--- src/rtl/ins_loader_if.sv ---
// Byte-stream loader bus: control/stream inputs toward the loader, memory/CPU-side outputs back.
// Signal prefixes are from the loader's point of view (i_ into the loader, o_ out of it).
interface ins_loader_if;
    logic        i_start;
    logic        i_abort;
    logic [7:0]  i_byte_in;
    logic        i_byte_valid;
    logic        o_byte_ready;
    logic        o_mem_we;
    logic [31:0] o_mem_addr;
    logic [31:0] o_mem_data;
    logic [31:0] o_pc_value;
    logic        o_cpu_hold;
    logic        o_busy;
    logic        o_done;
    logic        o_err;

    modport master (
        output i_start, i_abort, i_byte_in, i_byte_valid,
        input  o_byte_ready, o_mem_we, o_mem_addr, o_mem_data, o_pc_value,
        input  o_cpu_hold, o_busy, o_done, o_err
    );

    modport slave (
        input  i_start, i_abort, i_byte_in, i_byte_valid,
        output o_byte_ready, o_mem_we, o_mem_addr, o_mem_data, o_pc_value,
        output o_cpu_hold, o_busy, o_done, o_err
    );
endinterface

--- src/rtl/ins_loader.sv ---
// Instruction loader: parses a big-endian byte stream (address, word count, words)
// and writes the words into CPU instruction memory while holding the CPU in reset.
module ins_loader #(
    parameter int unsigned WORDS_MAX = 64
) (
    input  logic         i_clk,
    input  logic         i_rst,
    ins_loader_if.slave  bus
);
    localparam int unsigned AW = 32;
    localparam int unsigned DW = 32;
    localparam int unsigned CW = 16;

    typedef enum logic [2:0] {
        S_IDLE     = 3'd0,
        S_HDR_ADDR = 3'd1,
        S_HDR_CNT  = 3'd2,
        S_PAYLOAD  = 3'd3,
        S_WRITE    = 3'd4,
        S_DONE     = 3'd5,
        S_ERR      = 3'd6
    } state_t;

    state_t          r_state;
    state_t          w_state_nxt;

    logic [1:0]      r_byte_cnt;
    logic [AW-1:0]   r_addr;
    logic [CW-1:0]   r_cnt;
    logic [CW-1:0]   r_word_idx;
    logic [DW-1:0]   r_asm;
    logic [AW-1:0]   r_wr_addr;

    logic            r_byte_ready;
    logic            r_mem_we;
    logic [AW-1:0]   r_mem_addr;
    logic [DW-1:0]   r_mem_data;
    logic [AW-1:0]   r_pc_value;
    logic            r_cpu_hold;
    logic            r_busy;
    logic            r_done;
    logic            r_err;

    logic            w_ready;
    logic            w_accept;
    logic            w_session_start;
    logic [AW-1:0]   w_addr_shift;
    logic [CW-1:0]   w_cnt_shift;
    logic [DW-1:0]   w_asm_shift;
    logic            w_addr_bad;
    logic            w_cnt_bad;
    logic            w_more;

    logic            w_byte_ready_nxt;
    logic            w_mem_we_nxt;
    logic            w_cpu_hold_nxt;
    logic            w_busy_nxt;
    logic            w_done_nxt;
    logic            w_err_nxt;

    assign w_ready         = (r_state == S_HDR_ADDR) || (r_state == S_HDR_CNT) ||
                             (r_state == S_PAYLOAD);
    assign w_accept        = w_ready && bus.i_byte_valid;
    assign w_addr_shift    = {r_addr[AW-9:0], bus.i_byte_in};
    assign w_cnt_shift     = {r_cnt[CW-9:0], bus.i_byte_in};
    assign w_asm_shift     = {r_asm[DW-9:0], bus.i_byte_in};
    assign w_addr_bad      = (w_addr_shift[1:0] != 2'b00);
    assign w_cnt_bad       = (w_cnt_shift == CW'(0)) || (32'(w_cnt_shift) > WORDS_MAX);
    assign w_more          = ((17'(r_word_idx) + 17'd1) < 17'(r_cnt));
    assign w_session_start = ((r_state == S_IDLE) || (r_state == S_DONE) || (r_state == S_ERR)) &&
                             (w_state_nxt == S_HDR_ADDR);

    // State register
    always_ff @(posedge i_clk) begin
        if (i_rst) begin
            r_state <= S_IDLE;
        end else begin
            r_state <= w_state_nxt;
        end
    end

    // Next-state logic; abort outranks everything except reset
    always_comb begin
        w_state_nxt = r_state;
        if (bus.i_abort && (r_state != S_IDLE)) begin
            w_state_nxt = S_ERR;
        end else begin
            case (r_state)
                S_IDLE, S_DONE, S_ERR: begin
                    if (bus.i_start) w_state_nxt = S_HDR_ADDR;
                end
                S_HDR_ADDR: begin
                    if (w_accept && (r_byte_cnt == 2'd3))
                        w_state_nxt = w_addr_bad ? S_ERR : S_HDR_CNT;
                end
                S_HDR_CNT: begin
                    if (w_accept && (r_byte_cnt == 2'd1))
                        w_state_nxt = w_cnt_bad ? S_ERR : S_PAYLOAD;
                end
                S_PAYLOAD: begin
                    if (w_accept && (r_byte_cnt == 2'd3)) w_state_nxt = S_WRITE;
                end
                S_WRITE: begin
                    w_state_nxt = w_more ? S_PAYLOAD : S_DONE;
                end
                default: w_state_nxt = S_IDLE;
            endcase
        end
    end

    // Output decode of the upcoming state, registered below so outputs track the state
    always_comb begin
        w_byte_ready_nxt = 1'b0;
        w_mem_we_nxt     = 1'b0;
        w_cpu_hold_nxt   = 1'b1;
        w_busy_nxt       = 1'b0;
        w_done_nxt       = 1'b0;
        w_err_nxt        = 1'b0;
        case (w_state_nxt)
            S_HDR_ADDR, S_HDR_CNT, S_PAYLOAD: begin
                w_byte_ready_nxt = 1'b1;
                w_busy_nxt       = 1'b1;
            end
            S_WRITE: begin
                w_mem_we_nxt = 1'b1;
                w_busy_nxt   = 1'b1;
            end
            S_DONE: begin
                w_done_nxt     = 1'b1;
                w_cpu_hold_nxt = 1'b0;
            end
            S_ERR:   w_err_nxt = 1'b1;
            default: ;
        endcase
    end

    // Datapath: header capture, word assembly, write address stepping, output registers
    always_ff @(posedge i_clk) begin
        if (i_rst) begin
            r_byte_cnt   <= 2'd0;
            r_addr       <= '0;
            r_cnt        <= '0;
            r_word_idx   <= '0;
            r_asm        <= '0;
            r_wr_addr    <= '0;
            r_byte_ready <= 1'b0;
            r_mem_we     <= 1'b0;
            r_mem_addr   <= '0;
            r_mem_data   <= '0;
            r_pc_value   <= '0;
            r_cpu_hold   <= 1'b1;
            r_busy       <= 1'b0;
            r_done       <= 1'b0;
            r_err        <= 1'b0;
        end else begin
            r_byte_ready <= w_byte_ready_nxt;
            r_mem_we     <= w_mem_we_nxt;
            r_cpu_hold   <= w_cpu_hold_nxt;
            r_busy       <= w_busy_nxt;
            r_done       <= w_done_nxt;
            r_err        <= w_err_nxt;

            if (w_session_start) begin
                r_byte_cnt <= 2'd0;
                r_addr     <= '0;
                r_cnt      <= '0;
                r_word_idx <= '0;
                r_asm      <= '0;
                r_wr_addr  <= '0;
            end else begin
                case (r_state)
                    S_HDR_ADDR: begin
                        if (w_accept) begin
                            r_addr     <= w_addr_shift;
                            r_byte_cnt <= r_byte_cnt + 2'd1;
                        end
                        // PC only follows a header address that passed the alignment check
                        if (w_state_nxt == S_HDR_CNT) begin
                            r_pc_value <= w_addr_shift;
                            r_wr_addr  <= w_addr_shift;
                            r_byte_cnt <= 2'd0;
                        end
                    end
                    S_HDR_CNT: begin
                        if (w_accept) begin
                            r_cnt      <= w_cnt_shift;
                            r_byte_cnt <= (r_byte_cnt == 2'd1) ? 2'd0 : r_byte_cnt + 2'd1;
                        end
                    end
                    S_PAYLOAD: begin
                        if (w_accept) begin
                            r_asm      <= w_asm_shift;
                            r_byte_cnt <= r_byte_cnt + 2'd1;
                        end
                        if (w_state_nxt == S_WRITE) begin
                            r_mem_data <= w_asm_shift;
                            r_mem_addr <= r_wr_addr;
                        end
                    end
                    S_WRITE: begin
                        r_word_idx <= r_word_idx + CW'(1);
                        r_wr_addr  <= r_wr_addr + AW'(4);
                    end
                    default: ;
                endcase
            end
        end
    end

    assign bus.o_byte_ready = r_byte_ready;
    assign bus.o_mem_we     = r_mem_we;
    assign bus.o_mem_addr   = r_mem_addr;
    assign bus.o_mem_data   = r_mem_data;
    assign bus.o_pc_value   = r_pc_value;
    assign bus.o_cpu_hold   = r_cpu_hold;
    assign bus.o_busy       = r_busy;
    assign bus.o_done       = r_done;
    assign bus.o_err        = r_err;

endmodule

--- src/flat_wrapper.sv ---
// flat-port wrapper written by rule: the top's interface ports become plain ports
module ins_loader_flat 
#(
    parameter int unsigned WORDS_MAX = 64
)
  (i_clk, i_rst, bus_i_start, bus_i_abort, bus_i_byte_in, bus_i_byte_valid, bus_o_byte_ready, bus_o_mem_we, bus_o_mem_addr, bus_o_mem_data, bus_o_pc_value, bus_o_cpu_hold, bus_o_busy, bus_o_done, bus_o_err);
  ins_loader_if bus_i ();
  input  logic i_clk;
  input  logic i_rst;
  input wire logic [$bits(bus_i.i_start)-1:0] bus_i_start;
  input wire logic [$bits(bus_i.i_abort)-1:0] bus_i_abort;
  input wire logic [$bits(bus_i.i_byte_in)-1:0] bus_i_byte_in;
  input wire logic [$bits(bus_i.i_byte_valid)-1:0] bus_i_byte_valid;
  output wire logic [$bits(bus_i.o_byte_ready)-1:0] bus_o_byte_ready;
  output wire logic [$bits(bus_i.o_mem_we)-1:0] bus_o_mem_we;
  output wire logic [$bits(bus_i.o_mem_addr)-1:0] bus_o_mem_addr;
  output wire logic [$bits(bus_i.o_mem_data)-1:0] bus_o_mem_data;
  output wire logic [$bits(bus_i.o_pc_value)-1:0] bus_o_pc_value;
  output wire logic [$bits(bus_i.o_cpu_hold)-1:0] bus_o_cpu_hold;
  output wire logic [$bits(bus_i.o_busy)-1:0] bus_o_busy;
  output wire logic [$bits(bus_i.o_done)-1:0] bus_o_done;
  output wire logic [$bits(bus_i.o_err)-1:0] bus_o_err;
  assign bus_i.i_start = bus_i_start;
  assign bus_i.i_abort = bus_i_abort;
  assign bus_i.i_byte_in = bus_i_byte_in;
  assign bus_i.i_byte_valid = bus_i_byte_valid;
  assign bus_o_byte_ready = bus_i.o_byte_ready;
  assign bus_o_mem_we = bus_i.o_mem_we;
  assign bus_o_mem_addr = bus_i.o_mem_addr;
  assign bus_o_mem_data = bus_i.o_mem_data;
  assign bus_o_pc_value = bus_i.o_pc_value;
  assign bus_o_cpu_hold = bus_i.o_cpu_hold;
  assign bus_o_busy = bus_i.o_busy;
  assign bus_o_done = bus_i.o_done;
  assign bus_o_err = bus_i.o_err;
  ins_loader #(.WORDS_MAX(WORDS_MAX)) u_core (.i_clk(i_clk), .i_rst(i_rst), .bus(bus_i));
endmodule
--- config.mk ---
export PLATFORM = sky130hd
export DESIGN_NAME = ins_loader_flat
export DESIGN_NICKNAME = d
export VERILOG_FILES = /design/src/rtl/ins_loader_if.sv /design/src/rtl/ins_loader.sv /design/src/flat_wrapper.sv
export SDC_FILE = /design/constraint.sdc
export NUM_CORES = 1
export LEC_CHECK = 0
export CORE_AREA = 2 2 133 135
export DETAILED_ROUTE_END_ITERATION = 10
export DIE_AREA = 0 0 135 137
export PLACE_DENSITY = 0.79
export SYNTH_ARGS = -nofsm -noshare
export SYNTH_HDL_FRONTEND = slang
export SYNTH_SLANG_ARGS = --single-unit
export TNS_END_PERCENT = 5
--- constraint.sdc ---
create_clock -name i_clk -period 4 [get_ports i_clk]
set_input_delay 0.8 -clock i_clk [delete_from_list [all_inputs] [get_ports i_clk]]
set_output_delay 0.8 -clock i_clk [all_outputs]
set_load 0.01 [all_outputs]
Word-level counts from Yosys, hierarchy flattened

Cells that the tools add are included.

Bits in registers: 219
Bits in latches: 0
Memory bits (writable): 0
Memory bits (read-only): 0
Bits of input ports: 13
Output and inout port bits: 102
Word-level logic and storage cells: 88
Memories kept: 0

Add/sub/neg operators: 4
$mul: 0
Divide/modulo/power cells: 0
Order comparisons: 2
Equality and inequality tests: 16
Shift-type cells: 0
Muxes and demuxes: 22
Bitwise gates (word level): 1
Reductions and logical operators: 27

Operator list:

| cell                                                                              | number |
|---|---|
| 32-bit one-hot mux with 2 select lines                                            | 1 |
| 32-bit by 3-bit adder with 32-bit output (second input constant)                  | 1 |
| 32-bit two-way mux                                                                | 1 |
| 3-bit two-way mux                                                                 | 8 |
| 3-bit == test (second input constant)                                             | 6 |
| 16-bit by 1-bit adder with 17-bit output (second input constant)                  | 1 |
| 17-bit by 16-bit < comparator with 1-bit output                                   | 1 |
| 16-bit by 1-bit adder with 16-bit output (second input constant)                  | 1 |
| 16-bit by 7-bit greater-than comparator with 1-bit output (second input constant) | 1 |
| 16-bit zero test                                                                  | 1 |
| 3-bit one-hot mux with 5 select lines                                             | 1 |
| 3-bit by 2-bit == test with 1-bit output (second input constant)                  | 4 |
| 2-bit AND reduction                                                               | 5 |
| 2-bit two-way mux                                                                 | 4 |
| 3-bit by 1-bit == test with 1-bit output (second input constant)                  | 2 |
| 1-bit two-way mux                                                                 | 6 |
| 2-bit one-hot mux with 3 select lines                                             | 1 |
| 3-bit AND reduction                                                               | 2 |
| 3-bit nonzero test                                                                | 2 |
| 3-bit OR reduction                                                                | 2 |
| 1-bit logical AND                                                                 | 5 |
| 1-bit logical OR                                                                  | 5 |
| 2-bit nonzero test                                                                | 2 |
| 4-bit OR reduction                                                                | 1 |
| 8 further kinds                                                                   | 8 |

Logic depth before layout (Yosys ltp)

Word-level depth: 12
Mapped depth: 16
Gate-level depth less buffers: 14

Least setup slack after synthesis

Ideal clock, no wire load.

Kind: reg-to-reg
Start: register u_core.r_word_idx[5]
End: register u_core.r_mem_addr[0] (netlist: u_core.bus.o_mem_addr[0])
Library setup time: 0.072 ns
Data arrival time: 3.541 ns
Data required time: 3.928 ns
Slack: 0.387 ns
Stages on the path, launching flop included: 17
Buffers on the path: 3
Period minus slack after synthesis: 3.613 ns
Cells stage by stage: dfxtp_1 -> clkbuf_1 -> nand2_1 -> nor4_1 -> and3_1 -> and3_1 -> and3_1 -> xor2_1 -> ha_1 -> nand3_1 -> or2_2 -> a211oi_1 -> a211oi_2 -> nor4_4 -> buf_6 -> buf_6 -> mux2i_1

Word-level cells in the longest chain between the ends: 9
Elaborated cells on any way between the ends: 10
Those cells by class: add/sub (1); order compare (1); eq/ne (2); mux (3); bitwise (1); reduce/logical (2)

Ends and longest elaborated chain:

| what                                                | line              | source |
|---|---|---|
| start, declared                                     | ins_loader.sv:30  | `logic [CW-1:0] r_word_idx;` |
| start signal, assigned                              | ins_loader.sv:201 | `r_word_idx <= r_word_idx + CW'(1);` |
| 16-bit by 1-bit adder with 17-bit output (*)        | ins_loader.sv:69  | `assign w_more = ((17'(r_word_idx) + 17'd1) < 17'(r_cnt));` |
| 17-bit by 16-bit < comparator with 1-bit output (*) | ins_loader.sv:69  |  |
| 3-bit two-way mux (*)                               | ins_loader.sv:104 | `w_state_nxt = w_more ? S_PAYLOAD : S_DONE;` |
| 3-bit one-hot mux with 5 select lines (*)           | ins_loader.sv:88  | `case (r_state)` |
| 3-bit two-way mux (*)                               | ins_loader.sv:85  | `if (bus.i_abort && (r_state != S_IDLE)) begin` |
| 3-bit by 1-bit == test with 1-bit output            | ins_loader.sv:71  | `(w_state_nxt == S_HDR_ADDR);` |
| 1-bit logical AND                                   | ins_loader.sv:70  | `assign w_session_start = ((r_state == S_IDLE) \|\| (r_state == S_DONE) \|\| (r_state == S_ERR)) &&` |
| 1-bit NOT (no source line)                          | --                |  |
| 3-bit AND reduction (no source line) (*)            | --                |  |
| end signal, assigned                                | ins_loader.sv:197 | `r_mem_addr <= r_wr_addr;` |
| end, declared                                       | ins_loader.sv:36  | `logic [AW-1:0] r_mem_addr;` |

Every way passes the cells marked *; elsewhere a longest branch is shown, timed or not.
A chain may end at the register's enable or synchronous reset.

Worst setup path in the final report

Start: register u_core.r_word_idx[1]
End: register u_core.r_mem_data[17] (netlist: u_core.bus.o_mem_data[17])

Word-level cells in the longest chain between the ends: 9
Elaborated cells on any way between the ends: 10
Those cells by class: add/sub (1); order compare (1); eq/ne (2); mux (3); bitwise (1); reduce/logical (2)

Ends and longest elaborated chain:

| what                                                | line              | source |
|---|---|---|
| 16-bit by 1-bit adder with 17-bit output (*)        | ins_loader.sv:69  |  |
| 17-bit by 16-bit < comparator with 1-bit output (*) | ins_loader.sv:69  |  |
| 3-bit two-way mux (*)                               | ins_loader.sv:104 |  |
| 3-bit one-hot mux with 5 select lines (*)           | ins_loader.sv:88  |  |
| 3-bit two-way mux (*)                               | ins_loader.sv:85  |  |
| 3-bit by 1-bit == test with 1-bit output            | ins_loader.sv:71  |  |
| 1-bit logical AND                                   | ins_loader.sv:70  |  |
| 1-bit NOT (no source line)                          | --                |  |
| 3-bit AND reduction (no source line) (*)            | --                |  |
| end signal, assigned                                | ins_loader.sv:196 | `r_mem_data <= w_asm_shift;` |
| end, declared                                       | ins_loader.sv:37  | `logic [DW-1:0] r_mem_data;` |

Marks and branches as above.

==> results_dict.tcl <==
set metrics [dict create \
    worst_slack_ns 0.2606 \
    ir_worst_vdd_v 0.0005656 \
    vias_per_cell 5.529 \
    synth_top_area_frac 0.4696 \
    htree_levels 1 \
    clock_power_share 0.356 \
    finalSetupViolCount 0 \
    drt_iter0_drc 617 \
    place.gp.congestion 0.8881 \
    drv_slew 0 \
    grt_use_total 0.2437 \
    hpwl_mm 15.42 \
    syn_inst 1138 \
    antenna_found_initial 0 \
    fin_skew_ns 0.01559 \
    yosys.area.top_type "dfxtp_1" \
    holdWs_ns 0.4542 \
    p_seq_frac 0.422 \
    vias 8161 \
    async_flop_share 0 \
    cap_violations 0 \
    routedWlPerCell_um 15.59 \
    io_buffers 114 \
    syn_nets 1171 \
    switching_share 0.3104 \
    synth.avg_cell_area_um2 8.204 \
    cts_tree "yes" \
    p_leak_nw 3.804 \
    cts_sinks 219 \
    post-route-util 0.6741 \
    drc 0 \
    critical_path_required_ns 4.41 \
    period_needed_ns 3.739 \
    root_buffer "clkbuf_16" \
    die_area_um2 18500 \
    p_per_area_nw_per_um2 493.3 \
    clock_path_buffers 3 \
    syn2layout_area_growth_pct 23.16 \
    slew_headroom 0.3202 \
    clkLatencyLatePin_ns 0.50 \
    cts_buffers 22 \
    nets 1269 \
    grt_pass1_vias 7509 \
    critPathKind "register to register" \
    tightest_slew_ns 1.017 \
    start_kind "register" \
    rows 48 \
    p_comb_frac 0.221 \
    hold_viol_final 0 \
    synth_area_um2 9336 \
    hp-class "register to register" \
    synth_seq_cells 219 \
    yosysSeqAreaShare 0.4696 \
    grt_pass1_wl_mm 36.80 \
    ys_types 55 \
    drtPass1Iterations 5 \
    synth_area_leaders "dfxtp_1 47%, nand2_1 15%, mux2i_1 6.9%" \
    grt_max_degree 133 \
    preCtsSetupSlack_ns 0.04838 \
    wl_mm 23.02 \
    fp.dieW_um 135 \
    p_switching_mw 1.760 \
    tns_ns 0 \
    core_um2 17060 \
    worstPathArrival_ns 4.15 \
    synth_enable_flop_cells 0 \
    finalCritPeriodShare 0.9348 \
    diodes 0 \
    outcome "completed" \
    io_pins 115 \
    fmax_ghz 0.2674 \
    overflow 0 \
    internal-power_mw 3.912 \
    clk_pin_slew_ns 0.06 \
    fillers 1368 \
    ys_warn_count 0 \
    critical_path.max_fanout 25 \
    worstSetupEndpointType "register" \
    synth_ff_type "dfxtp_1" \
    die_height_um 137 \
    initial_core_util 0.5474 \
    post_route_cells_drive_above_1_share 0.06795 \
    ant_nets 0 \
]
cells in the final DEF, fill, tap and decap left out, types with 7 or more instances in the layout:
cell type and count:
nand2_1 361, dfxtp_1 218, a21oi_1 116, clkdlybuf4s50_1 114
mux2i_1 64, nor2_1 37, nand3_1 33, buf_4 26
clkbuf_16 23, inv_1 21, a31oi_1 21, ha_1 20
xor2_1 18, nand4_1 14, and3_1 13, xnor2_1 13
or3_1 12, o21ai_0 12, nor3_1 12, o211ai_1 11
and2_1 7, clkbuf_1 7
worst max-delay path: stages, from the launching register on:
cell	delay [ns]
dfxtp_1	0.38
ha_1	0.22
and3_1	0.26
nand4_1	0.16
nor2_2	0.15
and3_1	0.18
nand3_1	0.10
xnor2_1	0.16
ha_1	0.30
nand3_1	0.08
or2_2	0.34
a211oi_4	0.22
a211oi_2	0.11
nor4_4	0.34
buf_12	0.20
buf_16	0.21
mux2i_1	0.24
power groups by stage:
| stage | sequential [mW] | combinational, mW | clock [mW] |
|---|---|---|---|
| after detailed placement | 2.44 | 1.22 | 0 |
| after floorplan | 2.38 | 0.936 | 0 |
| after global routing | 2.41 | 1.35 | 2.14 |
| final | 2.40 | 1.25 | 2.02 |
| after CTS | 2.39 | 1.23 | 2.05 |
| after global placement | 2.44 | 1.19 | 0 |
path summary, 6_finish.rpt:
path	startpoint	endpoint	slack, ns	depth (start not counted)
worst max-delay path	u_core.r_word_idx[1]	u_core.bus.o_mem_data[17]	0.26	16
worst min-delay path	u_core.bus.o_mem_addr[20]	u_core.bus.o_mem_addr[20]	0.45	2
worst max register to register	u_core.r_word_idx[1]	u_core.bus.o_mem_data[17]	0.26	16
worst min register to register	u_core.bus.o_mem_addr[20]	u_core.bus.o_mem_addr[20]	0.45	2
sequential cells by signal, summed over array words and instances, names as in the netlist, 2 cells and up:
register / count
u_core.bus.o_mem_addr: 32
u_core.bus.o_mem_data: 32
u_core.bus.o_pc_value: 32
u_core.r_wr_addr: 32
u_core.r_addr: 24
u_core.r_asm: 24
u_core.r_cnt: 16
u_core.r_word_idx: 16
u_core.r_state: 3
u_core.r_byte_cnt: 2
cells by family (layout without fill, tap and decap cells):
| group | Yosys count | after routing | share of synthesized area |
|---|---|---|---|
| AOI/OAI and AO/OA | 190 | 190 | 0.1190 |
| xor gates and xnor gates | 31 | 31 | 0.02908 |
| adders and majority gates | 20 | 20 | 0.02680 |
| buffers and inverters | 94 | 207 | 0.04623 |
| DFF | 219 | 219 | 0.4696 |
| muxes | 66 | 66 | 0.07103 |
| and+or+nand+nor | 518 | 518 | 0.2383 |
metrics by stage:
step	std cells	power, mW	instance area [um^2]
2_1_floorplan	1138	3.312	9336
3_3_place_gp	1436	3.630	10750
3_5_place_dp	1436	3.656	10750
4_1_cts	1475	5.671	11460
5_1_grt	1476	5.899	11500
6_report	1476	5.672	11500
cell type report:
cell class	instances	area, um^2	area share
Clock inverter	5	57.56	0.005005
Tap cell	225	281.5	0.02448
Multi-Input combinational cell	825	4568	0.3973
Timing Repair Buffer	146	1464	0.1273
Sequential cell	219	4385	0.3814
Clock buffer	34	656.9	0.05713
Inverter	22	85.08	0.007399
routing by layer:
layer | global-route usage | up-vias | share of wire
li1 | - | 4035 | -
met1 | 0.3312 | 3821 | 0.45
met2 | 0.4067 | 259 | 0.47
met3 | 0.03222 | 46 | 0.058
met4 | 0.07350 | 0 | 0.025
met5 | 0 | - | 0
Yosys cell counts, types with 3 or more instances:
cell type and instances:
dfxtp_1 219, nand4_1 14, o211ai_1 11, buf_6 5, or4_1 6, buf_4 9, nand2_1 361, a31oi_1 21
o31ai_1 4, inv_1 21, nor2b_1 3, nor3_1 13, nor3b_1 3, o21a_1 5, nor2_1 38, mux2i_1 64
nand3_1 33, a211oi_1 3, and2_1 7, buf_2 6, buf_1 4, xor2_1 18, xnor2_1 13, ha_1 20
clkbuf_1 48, or2_2 5, a21oi_1 116, o21ai_0 12, and3_1 13, or3_1 12
what timing repair did:
item                                    in CTS  in global routing
hold buffers                                 0                  0
gates resized for setup                      0                  6
endpoints found under the setup margin       0                 67
buffers inserted                             0                  1
Note: power is estimated with default switching activity, not from simulation.
